<file path="src/rtl/avr_mem_pkg.sv">
// avr_mem_pkg: controller states, grant encoding and default geometry for avr_mem_arb.
package avr_mem_pkg;
    typedef enum logic [2:0] {IDLE, F_LO, F_HI, D_RD, D_WR, PF_LO, PF_HI} state_t;
    typedef enum logic {FETCH, DATA} grant_t;
    localparam int          PC_W_DEF      = 16;
    localparam int          DA_W_DEF      = 16;
    localparam int          M_W_DEF       = 17;
    localparam int          WAIT_DEF      = 0;
    localparam logic [16:0] PROG_BASE_DEF = 17'h00000;
    localparam logic [16:0] DATA_BASE_DEF = 17'h10000;
endpackage

</file>
<file path="src/rtl/avr_mem_phase.sv">
// avr_mem_phase: byte-access timer; a phase spans 2+wait cycles from i_start,
// o_we_win covers its final cycle and o_cap marks the edge that closes it.
module avr_mem_phase (
    input  logic       clk,
    input  logic       rst,
    input  logic       i_start,
    input  logic [3:0] i_wait,
    output logic       o_cap,
    output logic       o_we_win
);
    logic       r_act;
    logic [4:0] r_cnt;
    always_ff @(posedge clk or posedge rst) begin
        if (rst) begin
            r_act <= 1'b0;
            r_cnt <= '0;
        end else if (i_start) begin
            r_act <= 1'b1;
            r_cnt <= {1'b0, i_wait} + 5'd1;
        end else if (r_act) begin
            if (r_cnt == 5'd0) r_act <= 1'b0;
            else r_cnt <= r_cnt - 5'd1;
        end
    end
    assign o_we_win = r_act & (r_cnt == 5'd0);
    assign o_cap    = o_we_win;
endmodule

</file>
<file path="src/rtl/avr_mem_arb.sv">
// avr_mem_arb: round-robin fetch/data arbiter onto one byte-wide synchronous SRAM.
// Define AVR_MEM_PF_EN to add a one-word instruction prefetch buffer.
module avr_mem_arb
    import avr_mem_pkg::*;
#(
    parameter int             PC_W      = PC_W_DEF,
    parameter int             DA_W      = DA_W_DEF,
    parameter int             M_W       = M_W_DEF,
    parameter int             WAIT      = WAIT_DEF,
    parameter logic [M_W-1:0] PROG_BASE = M_W'(PROG_BASE_DEF),
    parameter logic [M_W-1:0] DATA_BASE = M_W'(DATA_BASE_DEF)
) (
    input  logic            clock,
    input  logic            reset,
    input  logic            i_req,
    input  logic [PC_W-1:0] pc,
    output logic            i_ready,
    output logic [15:0]     ir,
    input  logic            d_req,
    input  logic            d_we,
    input  logic [DA_W-1:0] d_addr,
    input  logic [7:0]      d_wdata,
    output logic            d_ready,
    output logic [7:0]      d_rdata,
    output logic [M_W-1:0]  m_addr,
    output logic [7:0]      m_wdata,
    output logic            m_we,
    input  logic [7:0]      m_rdata
);
    state_t         r_state, w_next;
    grant_t         r_last;
    logic           r_i_ready, r_d_ready;
    logic [15:0]    r_ir;
    logic [7:0]     r_lo, r_d_rdata, r_m_wdata;
    logic [M_W-1:0] r_m_addr, w_addr_n, w_f_addr, w_d_addr, w_pf_addr;
    logic           w_start, w_cap, w_we_win, w_gnt, w_block, w_any, w_pick_d;
    logic           w_f_done, w_hit, w_pf_go;
    logic [15:0]    w_pf_word;
    avr_mem_phase u_phase (
        .clk      (clock),
        .rst      (reset),
        .i_start  (w_start),
        .i_wait   (4'(WAIT)),
        .o_cap    (w_cap),
        .o_we_win (w_we_win)
    );
    // The cycle right after a ready pulse is blocked so a still-high req is not served twice.
    assign w_block  = r_i_ready | r_d_ready;
    assign w_any    = i_req | d_req;
    assign w_pick_d = d_req & (~i_req | (r_last == FETCH));
    assign w_f_addr = PROG_BASE + M_W'({pc, 1'b0});
    assign w_d_addr = DATA_BASE + M_W'(d_addr);
    assign w_f_done = (r_state == F_HI) & w_cap;
`ifdef AVR_MEM_PF_EN
    logic            r_pf_valid, r_pf_pend, w_wr_hit;
    logic [PC_W-1:0] r_pf_tag;
    logic [15:0]     r_pf_word;
    assign w_pf_addr = PROG_BASE + M_W'({r_pf_tag, 1'b0});
    assign w_hit     = ~w_pick_d & r_pf_valid & (pc == r_pf_tag);
    assign w_pf_go   = ~w_any & r_pf_pend;
    assign w_pf_word = r_pf_word;
    assign w_wr_hit  = w_gnt & w_pick_d & d_we & ((w_d_addr == w_pf_addr) | (w_d_addr == w_pf_addr + 1'b1));
    always_ff @(posedge clock or posedge reset) begin
        if (reset) begin
            r_pf_valid <= 1'b0;
            r_pf_pend  <= 1'b0;
            r_pf_tag   <= '0;
            r_pf_word  <= '0;
        end else begin
            if (w_f_done) begin
                r_pf_pend <= 1'b1;
                r_pf_tag  <= pc + 1'b1;
            end else if ((r_state == IDLE) & w_pf_go) r_pf_pend <= 1'b0;
            if ((r_state == PF_HI) & w_cap) r_pf_word <= {m_rdata, r_lo};
            if (w_f_done | w_wr_hit) r_pf_valid <= 1'b0;
            else if ((r_state == PF_HI) & w_cap) r_pf_valid <= 1'b1;
        end
    end
`else
    assign w_pf_addr = '0;
    assign w_hit     = 1'b0;
    assign w_pf_go   = 1'b0;
    assign w_pf_word = 16'h0000;
`endif
    always_ff @(posedge clock or posedge reset) begin
        if (reset) r_state <= IDLE;
        else r_state <= w_next;
    end
    always_comb begin
        w_next   = r_state;
        w_start  = 1'b0;
        w_gnt    = 1'b0;
        w_addr_n = r_m_addr;
        case (r_state)
            IDLE: begin
                if (~w_block & w_any) begin
                    w_gnt    = 1'b1;
                    w_start  = ~w_hit;
                    w_next   = w_pick_d ? (d_we ? D_WR : D_RD) : (w_hit ? IDLE : F_LO);
                    w_addr_n = w_pick_d ? w_d_addr : (w_hit ? r_m_addr : w_f_addr);
                end else if (w_pf_go) begin
                    w_start  = 1'b1;
                    w_next   = PF_LO;
                    w_addr_n = w_pf_addr;
                end
            end
            F_LO, PF_LO: if (w_cap) begin
                w_start  = 1'b1;
                w_next   = (r_state == F_LO) ? F_HI : PF_HI;
                w_addr_n = r_m_addr + 1'b1;
            end
            default: if (w_cap) w_next = IDLE;
        endcase
    end
    always_ff @(posedge clock or posedge reset) begin
        if (reset) begin
            r_last    <= FETCH;
            r_i_ready <= 1'b0;
            r_d_ready <= 1'b0;
            r_ir      <= 16'h0000;
            r_lo      <= '0;
            r_d_rdata <= '0;
            r_m_addr  <= '0;
            r_m_wdata <= '0;
        end else begin
            r_m_addr  <= w_addr_n;
            r_i_ready <= w_f_done | (w_gnt & w_hit);
            r_d_ready <= ((r_state == D_RD) | (r_state == D_WR)) & w_cap;
            if (w_gnt) r_last <= w_pick_d ? DATA : FETCH;
            if (w_gnt & w_pick_d & d_we) r_m_wdata <= d_wdata;
            if (((r_state == F_LO) | (r_state == PF_LO)) & w_cap) r_lo <= m_rdata;
            if (w_f_done) r_ir <= {m_rdata, r_lo};
            else if (w_gnt & w_hit) r_ir <= w_pf_word;
            if ((r_state == D_RD) & w_cap) r_d_rdata <= m_rdata;
        end
    end
    assign i_ready = r_i_ready;
    assign d_ready = r_d_ready;
    assign ir      = r_ir;
    assign d_rdata = r_d_rdata;
    assign m_addr  = r_m_addr;
    assign m_wdata = r_m_wdata;
    assign m_we    = (r_state == D_WR) & w_we_win;
endmodule
</file>
<file path="config.mk">
export PLATFORM = sky130hd
export DESIGN_NAME = avr_mem_arb
export DESIGN_NICKNAME = d
export VERILOG_FILES = /design/src/rtl/avr_mem_pkg.sv /design/src/rtl/avr_mem_phase.sv /design/src/rtl/avr_mem_arb.sv
export SDC_FILE = /design/constraint.sdc
export NUM_CORES = 1
export LEC_CHECK = 0
export CAP_MARGIN = 15
export CELL_PAD_IN_SITES_DETAIL_PLACEMENT = 0
export CELL_PAD_IN_SITES_GLOBAL_PLACEMENT = 2
export CORE_MARGIN = 1
export CORE_UTILIZATION = 31
export CTS_BUF_LIST = sky130_fd_sc_hd__clkbuf_8 sky130_fd_sc_hd__clkbuf_16
export DETAILED_ROUTE_END_ITERATION = 10
export PLACE_DENSITY = 0.95
export SKIP_CTS_REPAIR_TIMING = 1
export SKIP_LAST_GASP = 1
export SLEW_MARGIN = 20
export SYNTH_ARGS = -nofsm -noshare
export SYNTH_HDL_FRONTEND = slang
export SYNTH_SLANG_ARGS = --single-unit
</file>
<file path="constraint.sdc">
create_clock -name clock -period 3.85 [get_ports clock]
set_input_delay 0.77 -clock clock [delete_from_list [all_inputs] [get_ports clock]]
set_output_delay 0.77 -clock clock [all_outputs]
set_load 0.03 [all_outputs]
</file>
======== After elaboration in Yosys (flattened, before gate mapping) ========
Index checks and enable logic that the tools add are counted.
operators by class
  reduce and logical (&&, ||, !) cells .... 9
  eq/ne operators ......................... 8
  bitwise operators ....................... 18
  multiplexer cells ....................... 22
  add/subtract/negate cells ............... 3
operators with widths
  cell                                                  number
  2-to-1 mux 17 bit                                     3
  one-hot mux 17 bit (2 select lines)                   1
  2-to-1 mux 3 bit                                      6
  adder 17 x 1 -> 17 bit (second input constant)        1
  adder 17 x 16 -> 17 bit (first input constant)        1
  2-to-1 mux 5 bit                                      3
  AND 1 bit                                             10
  2-to-1 mux 1 bit                                      7
  equality test 3 x 2 -> 1 bit (second input constant)  2
  equality test 3 bit (second input constant)           2
  one-hot mux 3 bit (2 select lines)                    1
  AND reduction 3 bit                                   2
  nonzero test 2 bit                                    3
  logical NOT 5 bit                                     1
  OR 1 bit                                              5
  subtractor 5 x 1 -> 5 bit (second input constant)     1
  != test 2 bit (second input constant)                 2
  equality test 3 x 1 -> 1 bit (second input constant)  1
  logical NOT 3 bit                                     1
  NOT 1 bit                                             3
  != test 2 x 1 -> 1 bit (second input constant)        1
  one-hot mux 1 bit (2 select lines)                    1
  AND reduction 2 bit                                   1
  OR reduction 2 bit                                    1
storage, ports and cells
  output and inout bits ................... 52
  input port bits ......................... 53
  word-level logic and storage cells ...... 71
  flip-flop bits (word level) ............. 69

======== Longest topological paths before layout ========
  depth after elaboration ................. 7
  depth in mapped cells ................... 8
  gate-level depth less buffers ........... 6

======== Hierarchy ========
A second synthesis with hierarchy kept.
unflattened totals
  cell total of the unflattened synthesis .. 311
  area, all modules ....................... 3485.8 um2
modules (own cells, without submodules)
  module         seq. area each (um2)  area each (um2)  cells an instance  times used
  avr_mem_arb    1576.5                3096.7           270                1
  avr_mem_phase  150.1                 389.1            41                 1

======== Worst setup path after synthesis ========
No wires, ideal clock.
  path type ............................... register to output
  start point ............................. register u_phase.r_cnt[0]
  end point ............................... output port m_we
  path buffers ............................ 1
  cell stages (with the launch flop) ...... 7
  required time ........................... 3.080 ns
  setup slack ............................. 0.872 ns
  arrival time ............................ 2.208 ns
  path through ............................ dfrtp_1 inv_1 ha_1 nand4bb_4 or2_1 buf_6 nor4b_1
between the ends
  longest elaborated chain between the ends .. 3
ends and longest elaborated chain
  element                 line                 source
  from (decl)             avr_mem_phase.sv:12  logic [4:0] r_cnt;
  from (signal assigned)  avr_mem_phase.sv:19  r_cnt <= {1'b0, i_wait} + 5'd1;
  from (signal assigned)  avr_mem_phase.sv:22  else r_cnt <= r_cnt - 5'd1;
  logical NOT 5 bit       avr_mem_phase.sv:25  assign o_we_win = r_act & (r_cnt == 5'd0);
  AND 1 bit               avr_mem_phase.sv:25
  AND 1 bit               avr_mem_arb.sv:143   assign m_we = (r_state == D_WR) & w_we_win;
  to (decl)               avr_mem_arb.sv:27    output logic m_we,
Every way passes these cells.

======== Worst setup path in the final report ========
Ends and elaborated chain as after synthesis.

==> summary.md <==
| Metric | Value |
|---|---|
| Worst-path clk slew | `about 0.07 ns` |
| Core ar. | `between 0.01 and 0.015 mm2` |
| DR WL/cell | `~16 um` |
| Layout area overhead | `41.0%` |
| Adder-Cell Fraction of Synth Area | `less than 1%` |
| Cell with the most instances after synthesis | `dfrtp_1` |
| Post-synth ARST share | `100%` |
| Cell Rows | `37` |
| Mapped Avg Cell Area | `approximately 11 um2` |
| I/O pin cnt | `~110` |
| Critical Path Fanout Max | `7` |
| Initial antenna violation count | `0` |
| Post-route ant nets | `0` |
| Initial DRC Count | `around 120` |
| Post-synthesis mux area share | `15.9%` |
| Post-route cell area | `0.00481 mm2` |
| Hold worst-path end | `r_lo[3]` |
| Ys flop type | `dfrtp_1` |
| MaxCap Viol Count | `0` |
| CP arrival | `~2.6 ns` |
| Residual DRC count | `0` |
| Leading post-synthesis cells by cell area | `dfrtp_1, mux2_2, nand2_1` |
| Unrepaired setup endpoints after global routing | `no` |
| Via count | `between 2000 and 3000` |
| Setup slack at placement | `around 0.79 ns` |
| Pins Over Slew Limit | `0` |
| Largest family of logic cells by synthesized area | `multiplexers` |
| Status | `finished, final reports clean` |
| CP Launch Point | `u_phase.r_cnt[0]` |
| Peak Freq | `0.294 GHz` |
| Min-Delay Path Class | `flip-flop to flip-flop` |
| Starting Density | `32.4%` |
| Slew headroom | `a little over half` |
| Hold Path Origin | `r_lo[3]` |
| Vias in the first global route | `2814` |
| Yosys top cell area share | `between 50 and 60%` |
| DIE HEIGHT | `107 um` |
| Largest net degree at the start of global routing | `35` |
| Clock sink count | `slightly below 70` |
| Crit Reg-Reg Endpoint | `m_addr[1]` |
| Total Routing Usage GR | `about 16%` |
| Routed wire length | `roughly 9000 um` |
| Period utilisation layout | `between 80% and 90%` |
| GPL Wtd Cong | `0.745` |
| Setup TNS | `0 ns` |
| Total Nets Final | `approximately 470` |
| Tmin final | `about 3.4 ns` |
| Worst-Margin Slew | `0.695 ns` |
| Worst R2R Path Depth | `6` |
| Seq/Total Area, Yosys | `between 50% and 60%` |
| IO buf count | `between 100 and 150` |
| Clock Latency Late Sink | `0.34 ns` |
| Synth unique cells | `between 50 and 60` |
| Width of the chip | `approximately 110 um` |
| Hold Path Stages | `2` |
| Reg-to-reg setup timing slack | `around 1.3 ns` |
| Hpwl dp | `~6400 um` |
| Share of layout cells above drive strength 1 | `roughly 18%` |
| Cells after Synth | `between 300 and 400` |
| XOR/XNOR share of the synthesized area | `0.771%` |
| Startpoint types | `flip-flop` |
| Leading area contributor after synthesis | `dfrtp_1` |
| TritonCTS clock tree | `done` |
| Max Root-Sink Buffers | `2` |
| Via/cell ratio | `slightly above 5` |
| Worst IR Drop VDD | `roughly 0.00052 V` |
| Leak | `approximately 2.0 nW` |
| Die footprint | `0.0114 mm2` |
| Post-synth top cells | `dfrtp_1, mux2_2, nand2_1` |
| Syn Nets | `~360` |
| Skew final | `~0.0056 ns` |
| Setup violators final | `0` |
| Synth warn | `0` |
| Filler cell count | `978` |
| WP data required | `between 3 and 4 ns` |
| Reg2reg start | `u_phase.r_cnt[0]` |
| Post-route setup slack | `between 0.4 and 0.5 ns` |
| Synth Area in Compound Gates | `roughly an eighth` |
| Simple-Gate Fraction of Synth Area | `15.9%` |
| Drt first pass iters | `4` |
| Power per cell area | `between 800 and 900 mW/mm2` |
| Synthesized cell area | `0.00341 mm2` |
| Total CTS buffers | `9` |
| DP Area | `~0.0046 mm2` |
| Type of the worst setup path | `flip-flop to output port` |
| Root buf cell | `clkbuf_8` |
| CP Capture Type | `output port` |
| Total power | `0.00408 W` |
| Final Hold Viols | `0` |
| EDFF count, synth | `0` |
| Register bit total from synthesis | `between 60 and 70` |
| H-tree depth | `3` |
| # diodes | `0` |
| Total gr overflow | `0` |
| First-pass GRT wire length | `between 10000 and 15000 um` |
worst max-delay path by stage:
stage | endpoint | slack [ns]
2_1_floorplan | m_we | 0.87
3_3_place_gp | m_we | 0.84
3_5_place_dp | m_we | 0.79
4_1_cts | m_we | 0.41
5_1_grt | m_we | 0.27
6_report | m_we | 0.45
layout make-up:
type / instances / area (um2) / area share (%)
sequential: 69 / 1730 / 35.9
multi-input combinational: 214 / 1570 / 32.6
timing repair buffer: 112 / 1100 / 22.9
tap: 136 / 170 / 3.54
clock buffer: 10 / 138 / 2.86
clock inverter: 5 / 76.3 / 1.59
inverter: 7 / 26.3 / 0.547
power breakdown:
group / internal, W / switching [W] / total, W
Clock: 0.000375 / 0.000263 / 0.000638
Combinational: 0.000933 / 0.00116 / 0.00209
Sequential: 0.00106 / 0.000286 / 0.00135
Total: 0.00237 / 0.00171 / 0.00408
cells by family after synthesis:
group / Yosys count
fa+ha+maj: 2
mux: 49
flops: 69
buf+inv: 24
simple gates: 97
xor+xnor: 3
compound gates: 63
worst max-delay path: stages (launching register included):
cell,delay [ns]
dfrtp_1,0.38
inv_1,0.10
ha_1,0.25
nand4bb_4,0.14
or2_1,0.34
nor4b_1,0.33
clkdlybuf4s50_1,0.75
per-stage QoR:
stage	hold slack (ns)	util, %	std cells
after floorplan	0.440	-	307
after global placement	0.455	43.7	538
after detailed placement	0.459	43.7	538
after CTS	0.476	45.7	553
after global routing	0.516	45.7	553
final	0.474	45.7	553
per-layer routing:
layer | vias up | global-route usage [%] | share of wire, %
met4 | 0 | 4.01 | 0.86
li1 | 1350 | - | -
met1 | 1395 | 20.5 | 43
met2 | 88 | 26.8 | 49
met5 | - | 0 | 0
met3 | 6 | 5.47 | 6.8
sequential cells by signal, summed over array words and instances, names as in the netlist:
signal         cells
ir                16
m_wdata            8
d_ready            1
u_phase.r_cnt      5
r_state            3
m_addr            17
u_phase.r_act      1
i_ready            1
r_lo               8
d_rdata            8
r_last             1
placed cells by master, fill, tap and decap left out, types with 5 or more instances in the layout:
master / instances
nor3_1: 8
clkdlybuf4s50_1: 104
dfrtp_1: 69
nand2_1: 38
o22ai_1: 8
mux2_2: 42
clkbuf_8: 10
nor2_1: 9
o21ai_0: 11
nand3_1: 9
mux2i_1: 7
buf_4: 8
a211oi_1: 5
inv_1: 7
and3_1: 6
a21oi_1: 13
Note: power is estimated with default switching activity, not from simulation.
